--- src/rtl/alu_multiword_seq_if.sv ---
// Bus between control/decode, the multi-word sequencer and the 8-bit ALU.
// The master side is the control logic plus the ALU; the slave side is the sequencer.
interface alu_multiword_seq_if #(
    parameter int unsigned WORDS = 2
);
    localparam int unsigned W = 8 * WORDS;

    logic         start;
    logic [1:0]   op_sel;
    logic [W-1:0] a;
    logic [W-1:0] b;
    logic [7:0]   alu_out;
    logic         alu_cout;
    logic [3:0]   alu_op;
    logic [1:0]   alu_funct;
    logic [7:0]   alu_a;
    logic [7:0]   alu_b;
    logic [1:0]   alu_imm;
    logic         alu_cin;
    logic         busy;
    logic         done;
    logic [W-1:0] result;
    logic         carry;

    modport master (
        output start, op_sel, a, b, alu_out, alu_cout,
        input  alu_op, alu_funct, alu_a, alu_b, alu_imm, alu_cin,
        input  busy, done, result, carry
    );

    modport slave (
        input  start, op_sel, a, b, alu_out, alu_cout,
        output alu_op, alu_funct, alu_a, alu_b, alu_imm, alu_cin,
        output busy, done, result, carry
    );
endinterface

--- src/rtl/alu_multiword_seq.sv ---
// Sequences WORDS-byte add/sub/shl/shr through an 8-bit combinational ALU,
// one byte per cycle, chaining the ALU carry through an internal register.
module alu_multiword_seq #(
    parameter int unsigned WORDS = 2
) (
    input  logic                Clk,
    input  logic                Reset_n,
    alu_multiword_seq_if.slave  bus
);
    localparam int unsigned W  = 8 * WORDS;
    localparam int unsigned CW = (WORDS > 1) ? $clog2(WORDS) : 1;
    localparam logic [CW-1:0] LAST = CW'(WORDS - 1);

    typedef enum logic [1:0] {
        IDLE = 2'd0,
        EXEC = 2'd1,
        DONE = 2'd2
    } state_t;

    state_t          state;
    logic [W-1:0]    a_q;
    logic [W-1:0]    b_q;
    logic [1:0]      op_q;
    logic [CW-1:0]   cnt;
    logic            cy_q;
    logic [W-1:0]    result_q;
    logic            busy_q;
    logic            done_q;

    logic [CW-1:0]   idx;
    logic            first;
    logic [7:0]      a_byte;
    logic [7:0]      b_byte;
    logic [3:0]      alu_op_c;
    logic [1:0]      alu_funct_c;
    logic [7:0]      alu_a_c;
    logic [7:0]      alu_b_c;
    logic            alu_cin_c;

    // Byte select: shift-right walks MSB first, everything else LSB first
    always_comb begin
        idx    = (op_q == 2'b11) ? (LAST - cnt) : cnt;
        first  = (cnt == '0);
        a_byte = a_q[8*idx +: 8];
        b_byte = b_q[8*idx +: 8];
    end

    // ALU drive; quiescent (ALU default path) outside EXEC
    always_comb begin
        alu_op_c    = 4'b0000;
        alu_funct_c = 2'b00;
        alu_a_c     = 8'h00;
        alu_b_c     = 8'h00;
        alu_cin_c   = 1'b0;
        if (state == EXEC) begin
            alu_cin_c = cy_q;
            case (op_q)
                2'b00: begin
                    alu_op_c    = 4'b0100;
                    alu_funct_c = first ? 2'b00 : 2'b01;
                    alu_a_c     = a_byte;
                    alu_b_c     = b_byte;
                end
                2'b01: begin
                    // ALU computes InputB - InputA, so operands are swapped
                    alu_op_c    = 4'b0100;
                    alu_funct_c = first ? 2'b10 : 2'b11;
                    alu_a_c     = b_byte;
                    alu_b_c     = a_byte;
                end
                2'b10: begin
                    alu_op_c    = 4'b1100;
                    alu_funct_c = 2'b00;
                    alu_b_c     = a_byte;
                end
                default: begin
                    alu_op_c    = 4'b1100;
                    alu_funct_c = 2'b01;
                    alu_b_c     = a_byte;
                end
            endcase
        end
    end

    always_ff @(posedge Clk or negedge Reset_n) begin
        if (!Reset_n) begin
            state    <= IDLE;
            a_q      <= '0;
            b_q      <= '0;
            op_q     <= 2'b00;
            cnt      <= '0;
            cy_q     <= 1'b0;
            result_q <= '0;
            busy_q   <= 1'b0;
            done_q   <= 1'b0;
        end else begin
            case (state)
                IDLE: begin
                    done_q <= 1'b0;
                    if (bus.start) begin
                        a_q      <= bus.a;
                        b_q      <= bus.b;
                        op_q     <= bus.op_sel;
                        cnt      <= '0;
                        cy_q     <= 1'b0;
                        result_q <= '0;
                        busy_q   <= 1'b1;
                        state    <= EXEC;
                    end
                end
                EXEC: begin
                    result_q[8*idx +: 8] <= bus.alu_out;
                    cy_q                 <= bus.alu_cout;
                    if (cnt == LAST) begin
                        done_q <= 1'b1;
                        state  <= DONE;
                    end else begin
                        cnt <= cnt + CW'(1);
                    end
                end
                DONE: begin
                    done_q <= 1'b0;
                    busy_q <= 1'b0;
                    state  <= IDLE;
                end
                default: begin
                    state <= IDLE;
                end
            endcase
        end
    end

    assign bus.alu_op    = alu_op_c;
    assign bus.alu_funct = alu_funct_c;
    assign bus.alu_a     = alu_a_c;
    assign bus.alu_b     = alu_b_c;
    assign bus.alu_cin   = alu_cin_c;
    assign bus.alu_imm   = 2'b00;
    assign bus.busy      = busy_q;
    assign bus.done      = done_q;
    assign bus.result    = result_q;
    assign bus.carry     = cy_q;
endmodule

--- src/flat_wrapper.sv ---
// flat-port wrapper written by rule: the top's interface ports become plain ports
module alu_multiword_seq_flat 
#(
    parameter int unsigned WORDS = 2
)
  (Clk, Reset_n, bus_start, bus_op_sel, bus_a, bus_b, bus_alu_out, bus_alu_cout, bus_alu_op, bus_alu_funct, bus_alu_a, bus_alu_b, bus_alu_imm, bus_alu_cin, bus_busy, bus_done, bus_result, bus_carry);
  alu_multiword_seq_if #(.WORDS(WORDS)) bus_i ();
  input  logic Clk;
  input  logic Reset_n;
  input wire logic [$bits(bus_i.start)-1:0] bus_start;
  input wire logic [$bits(bus_i.op_sel)-1:0] bus_op_sel;
  input wire logic [$bits(bus_i.a)-1:0] bus_a;
  input wire logic [$bits(bus_i.b)-1:0] bus_b;
  input wire logic [$bits(bus_i.alu_out)-1:0] bus_alu_out;
  input wire logic [$bits(bus_i.alu_cout)-1:0] bus_alu_cout;
  output wire logic [$bits(bus_i.alu_op)-1:0] bus_alu_op;
  output wire logic [$bits(bus_i.alu_funct)-1:0] bus_alu_funct;
  output wire logic [$bits(bus_i.alu_a)-1:0] bus_alu_a;
  output wire logic [$bits(bus_i.alu_b)-1:0] bus_alu_b;
  output wire logic [$bits(bus_i.alu_imm)-1:0] bus_alu_imm;
  output wire logic [$bits(bus_i.alu_cin)-1:0] bus_alu_cin;
  output wire logic [$bits(bus_i.busy)-1:0] bus_busy;
  output wire logic [$bits(bus_i.done)-1:0] bus_done;
  output wire logic [$bits(bus_i.result)-1:0] bus_result;
  output wire logic [$bits(bus_i.carry)-1:0] bus_carry;
  assign bus_i.start = bus_start;
  assign bus_i.op_sel = bus_op_sel;
  assign bus_i.a = bus_a;
  assign bus_i.b = bus_b;
  assign bus_i.alu_out = bus_alu_out;
  assign bus_i.alu_cout = bus_alu_cout;
  assign bus_alu_op = bus_i.alu_op;
  assign bus_alu_funct = bus_i.alu_funct;
  assign bus_alu_a = bus_i.alu_a;
  assign bus_alu_b = bus_i.alu_b;
  assign bus_alu_imm = bus_i.alu_imm;
  assign bus_alu_cin = bus_i.alu_cin;
  assign bus_busy = bus_i.busy;
  assign bus_done = bus_i.done;
  assign bus_result = bus_i.result;
  assign bus_carry = bus_i.carry;
  alu_multiword_seq #(.WORDS(WORDS)) u_core (.Clk(Clk), .Reset_n(Reset_n), .bus(bus_i));
endmodule
--- config.mk ---
export PLATFORM = sky130hd
export DESIGN_NAME = alu_multiword_seq_flat
export DESIGN_NICKNAME = d
export VERILOG_FILES = /design/src/rtl/alu_multiword_seq_if.sv /design/src/rtl/alu_multiword_seq.sv /design/src/flat_wrapper.sv
export SDC_FILE = /design/constraint.sdc
export NUM_CORES = 1
export LEC_CHECK = 0
export CAP_MARGIN = 5
export CORE_MARGIN = 2
export CORE_UTILIZATION = 41
export DETAILED_ROUTE_END_ITERATION = 8
export PLACE_DENSITY = 0.71
export SLEW_MARGIN = 40
export SYNTH_ARGS = -nofsm -noshare
export SYNTH_HDL_FRONTEND = slang
export SYNTH_SLANG_ARGS = --single-unit
--- constraint.sdc ---
create_clock -name Clk -period 4.5 [get_ports Clk]
set_clock_uncertainty 0.2 [all_clocks]
set_input_delay 0.9 -clock Clk [delete_from_list [all_inputs] [get_ports Clk]]
set_output_delay 0.9 -clock Clk [all_outputs]
set_load 0.02 [all_outputs]
# == Word level (Yosys, flattened, before mapping) ==
# Index checks and enable logic that the tools add are counted.
# totals
regBits,56
wordCells,61
# classes
addsub,3
eq_ne,7
n_shift,4
mux,26
reduce_logical,12
# ops
cell,count
$neg A4 Y34,1
$shift A8 B34 Y16 const A,1
$shiftx A8 B34 Y16,1
$pmux W16 S2,1
$shiftx A16 B5 Y8,2
$mux W8,3
$bwmux W16,1
$mux W16,1
$pmux W8 S2,1
$reduce_and A2 Y1,5
$mux W1,8
$mux W4,2
$pmux W1 S2,4
$eq A2 B2 Y1 const B,3
$mux W2,3
$pmux W2 S3,1
$reduce_bool A2 Y1,3
$eq A2 B1 Y1 const B,2
$logic_not A2 Y1,2
$pmux W2 S2,1
$reduce_or A2 Y1,2
$ne A2 B1 Y1 const B,1
$ne A2 B2 Y1 const B,1
$add A1 B1 Y1 const B,1
$sub A1 B1 Y1 const A,1

# == Depth between registers and ports, before layout ==
# Gate-level depths: netlist (run 1).
# depth
depth_word,6
mapped_depth,6
mapped_depth_nobuf,4

# == Worst setup path after synthesis (run 1) ==
# No wires, ideal clock.
# synth_path
path_kind,register -> output
start,register u_core.op_q[1]
end,output port bus_alu_b[7]
arrival_ns,1.697
slack_ns,1.703
path_stages_with_launch,6
n_path_buf,2
path_cell_list,dfrtp_1 -> buf_4 -> a21boi_2 -> buf_2 -> nor4_1 -> nor4_1
# synth_via
elab_chain_len,5
word_cells_on_any_way,7
classes_between,eq/ne: 1; shift: 2; mux: 3; reduce/logical: 1
# synth_rtl
item,line,rtl
"start, declared",alu_multiword_seq.sv:23,logic [1:0] op_q;
"start signal, assigned",alu_multiword_seq.sv:103,op_q <= bus.op_sel;
$eq A2 B2 Y1,alu_multiword_seq.sv:42,idx = (op_q == 2'b11) ? (LAST - cnt) : cnt;
$mux W1,alu_multiword_seq.sv:42,
"$shiftx A16 B5 Y8, on equally long branches","alu_multiword_seq.sv:44, alu_multiword_seq.sv:45",
$mux W8 *,alu_multiword_seq.sv:57,case (op_q)
$mux W8 *,alu_multiword_seq.sv:55,if (state == EXEC) begin
"end, declared",flat_wrapper.sv:19,output wire logic [$bits(bus_i.alu_b)-1:0] bus_alu_b;
# Mark *: on every way between the ends. The rest lies on a longest branch, timed or not.

# == Final worst setup path (run 1) ==
# layout_path
start,register u_core.op_q[1]
end,output port bus_alu_b[3]
# The elaborated chain is that of the path after synthesis.

==> results of run 1 <==
-- layer usage --
layer  routed length, µm  vias up  part of all wire (%)  track usage, %
li1                    -     1102                     -               -
met1                3310     1140                    45            24.8
met2                3560       84                    49            28.8
met3                 390        4                   5.3            4.19
met4                  56        0                  0.77            3.85
met5                   0        -                     0               0
-- worst paths after layout --
check                                            from               endpoint  slack, ns
max in group asynchronous                     Reset_n         u_core.b_q[15]       3.10
worst max register to register        u_core.state[0]  u_core.bus.result[12]       2.34
min in group Clk                u_core.bus.result[15]  u_core.bus.result[15]       0.30
worst max-delay path                   u_core.op_q[1]           bus_alu_b[3]       0.49
worst min-delay path                          Reset_n        u_core.bus.busy       0.16
worst min register to register  u_core.bus.result[15]  u_core.bus.result[15]       0.30
-- sequential cells by signal, summed over array words and instances (netlist names) --
register           flops
u_core.b_q            16
u_core.cnt             1
u_core.state           2
u_core.bus.carry       1
u_core.bus.busy        1
u_core.bus.done        1
u_core.a_q            16
u_core.bus.result     16
u_core.op_q            2
-- power breakdown --
| part | total [mW] | switching, mW | internal, mW |
|---|---|---|---|
| Combinational | 1.67 | 0.840 | 0.830 |
| Sequential | 0.957 | 0.228 | 0.729 |
| Clock | 0.287 | 0.161 | 0.126 |
| Total | 2.91 | 1.23 | 1.69 |
-- logic make-up (layout without fill, tap and decap cells) --
family          count (synthesis)  in the layout
flops                          56             56
mux                            43             43
other cells                     1              4
simple gates                   55             55
compound gates                 71             71
buf+inv                        30            101
-- cell usage in the layout, fill, tap and decap left out, types with 2 or more instances in the layout --
master / instances
o21ai_0: 17
o211ai_1: 2
a2111oi_0: 14
nor2b_1: 7
conb_1: 4
inv_1: 3
nand3_1: 4
nor4_1: 2
mux2_2: 6
buf_4: 4
nor2_1: 2
mux2_4: 30
nand4_1: 9
mux2i_1: 7
o21a_1: 7
a211oi_1: 7
clkbuf_8: 6
and2_1: 3
a22o_1: 8
clkdlybuf4s50_1: 84
a21oi_1: 3
nand2_1: 20
a311oi_1: 7
dfrtp_1: 56
-- per-stage QoR --
stage          hold slack [ns]  cell area, µm²  cells
2_1_floorplan            0.291            3060    259
3_3_place_gp             0.282            3860    421
3_5_place_dp             0.285            3860    421
4_1_cts                  0.153            3950    429
5_1_grt                  0.144            3950    429
6_report                 0.156            3950    429
-- layout make-up --
type | instances | area (µm²)
inverter | 4 | 15.0
timing repair buffer | 89 | 876
clock inverter | 1 | 7.51
clock buffer | 7 | 86.3
tap | 99 | 124
multi-input combinational | 173 | 1440
fill | 645 | 3260
sequential | 56 | 1400
==> summary.txt, run 1 <==
status: complete, no violations
vias: 2330
Max FO, Critical Path: 19
WP buf/inv: 2
CP Launch Type: register
Skew-Pair Late Insertion Delay: 0.31 ns
post-synth top area cell: dfrtp_1
Die Wd: 90.2 µm
GRT Total Usage: 17.9%
First-pass DRT Iterations: 4
CP peak stage delay: 0.67 ns
layout cells sized above 1: 17.6%
Syn Area/Cell: 11.9 µm²
crit-path cells: buf_4 > nor2_2 > a2111oi_0 > a311oi_1 > clkdlybuf4s50_1
cell area after synthesis: 0.00305 mm²
Final Hold Fails: 0
Post-DP HPWL: 5070 µm
slowest stage cell, crit path: clkdlybuf4s50_1
unrepaired setup endpoints after global routing: no
FFs w/ async S/R, synth: 100%
HP Class: primary input to asynchronous set/reset pin
largest family of logic cells by synthesized area: multiplexers
ANT nets after route: 0
Slew @ Worst Pin: 0.724 ns
initial DRC count: 123
synthesis-to-finish area growth: 29.7%
setup TNS: 0 ns
Initial Utilization: 42.2%
Rel. slew slack: 51.7%
Area contributors post-synth: dfrtp_1, mux2_4, a2111oi_0, o21ai_0, nand2_1
prevailing post-synth register cell: dfrtp_1
Ports: 90
most frequent cell after synthesis: dfrtp_1
XOR/XNOR Fraction of Synth Area: 0%
Die Y: 90.2 µm
VDD IR max: 0.000388 V
GRT overflow: 0
die footprint: 0.00814 mm²
drt via density: 5.43
Synth Area in Simple Gates: 10.1%
Final WS setup: 0.488 ns
# DRC: 0
PwrDens: 737 mW/mm²
area share of fa/ha/maj cells after synthesis: 0%
post-CTS sizing: 0
Synth top cells by count: dfrtp_1, mux2_4, nand2_1
Slew Viols, Final: 0
CORE AREA: 0.00721 mm²
hold buffer count at CTS: 0
initial antenna violation count: 0
number of synthesized register bits: 56
fmax: 249 MHz
Final period util: 89.2%
Clock transition at path regs: 0.10 ns
Syn. warnings: 0
Setup CP Type: register to output port
WL final: 7320 µm
Place WS: 0.836 ns
clock root cell: clkbuf_8
Unique masters post-synth: 41
vias in the first global route: 2194
FP Rows: 31
Critical Path RT: 3.40 ns
Post-CTS Setup Bufs: 0
diode count: 0
EDFF count, synth: 0
IO Port Bufs: 85
Gate Count Post-Synth: 256
total chip power: 2.91 mW
layout net count: 375
area share of the largest cell type after synthesis: 46.0%
pin count of the biggest net entering global routing: 55
# clock sinks: 56
Leak: 1.65 nW
final count of negative-setup-slack endpoints: 0
first-pass GRT wire length: 11700 µm
H-tree Lvls: 2
sequential area share after synthesis: 46.0%
Top Family by Delay on Critical Path: buffers and inverters
Critical Path End Type: output port
Synth Area in Compound Gates: 17.4%
mux contribution to synthesized area: 19.3%
total CTS buffers: 5
CTS tree: done
fin util: 54.8%
max-cap violation count: 0
Routability Congestion: 0.797
Tmin final: 4.01 ns
CTS Buffer Depth: 2
WP data arrival: 2.91 ns
DR WL/cell: 17.1 µm
r2r worst-path depth: 4
critical path depth in cells: 5
Note: power is estimated with default switching activity, not from simulation.
==> run 2: changes to the inputs <==
--- a/config.mk
+++ b/config.mk
@@ -5,6 +5,7 @@
 export SDC_FILE = /design/constraint.sdc
 export NUM_CORES = 1
 export LEC_CHECK = 0
+export ABC_CLOCK_PERIOD_IN_PS = 4500
 export CAP_MARGIN = 5
 export CORE_MARGIN = 2
 export CORE_UTILIZATION = 41
==> results of run 2 <==
The final DEF is identical to that of run 1; final timing and power are the same.
==> run 3: changes to the inputs <==
--- a/config.mk
+++ b/config.mk
@@ -15,3 +15,4 @@
 export SYNTH_ARGS = -nofsm -noshare
 export SYNTH_HDL_FRONTEND = slang
 export SYNTH_SLANG_ARGS = --single-unit
+export TNS_END_PERCENT = 20
==> results of run 3 <==
The final DEF is identical to that of run 1; final timing and power are the same.
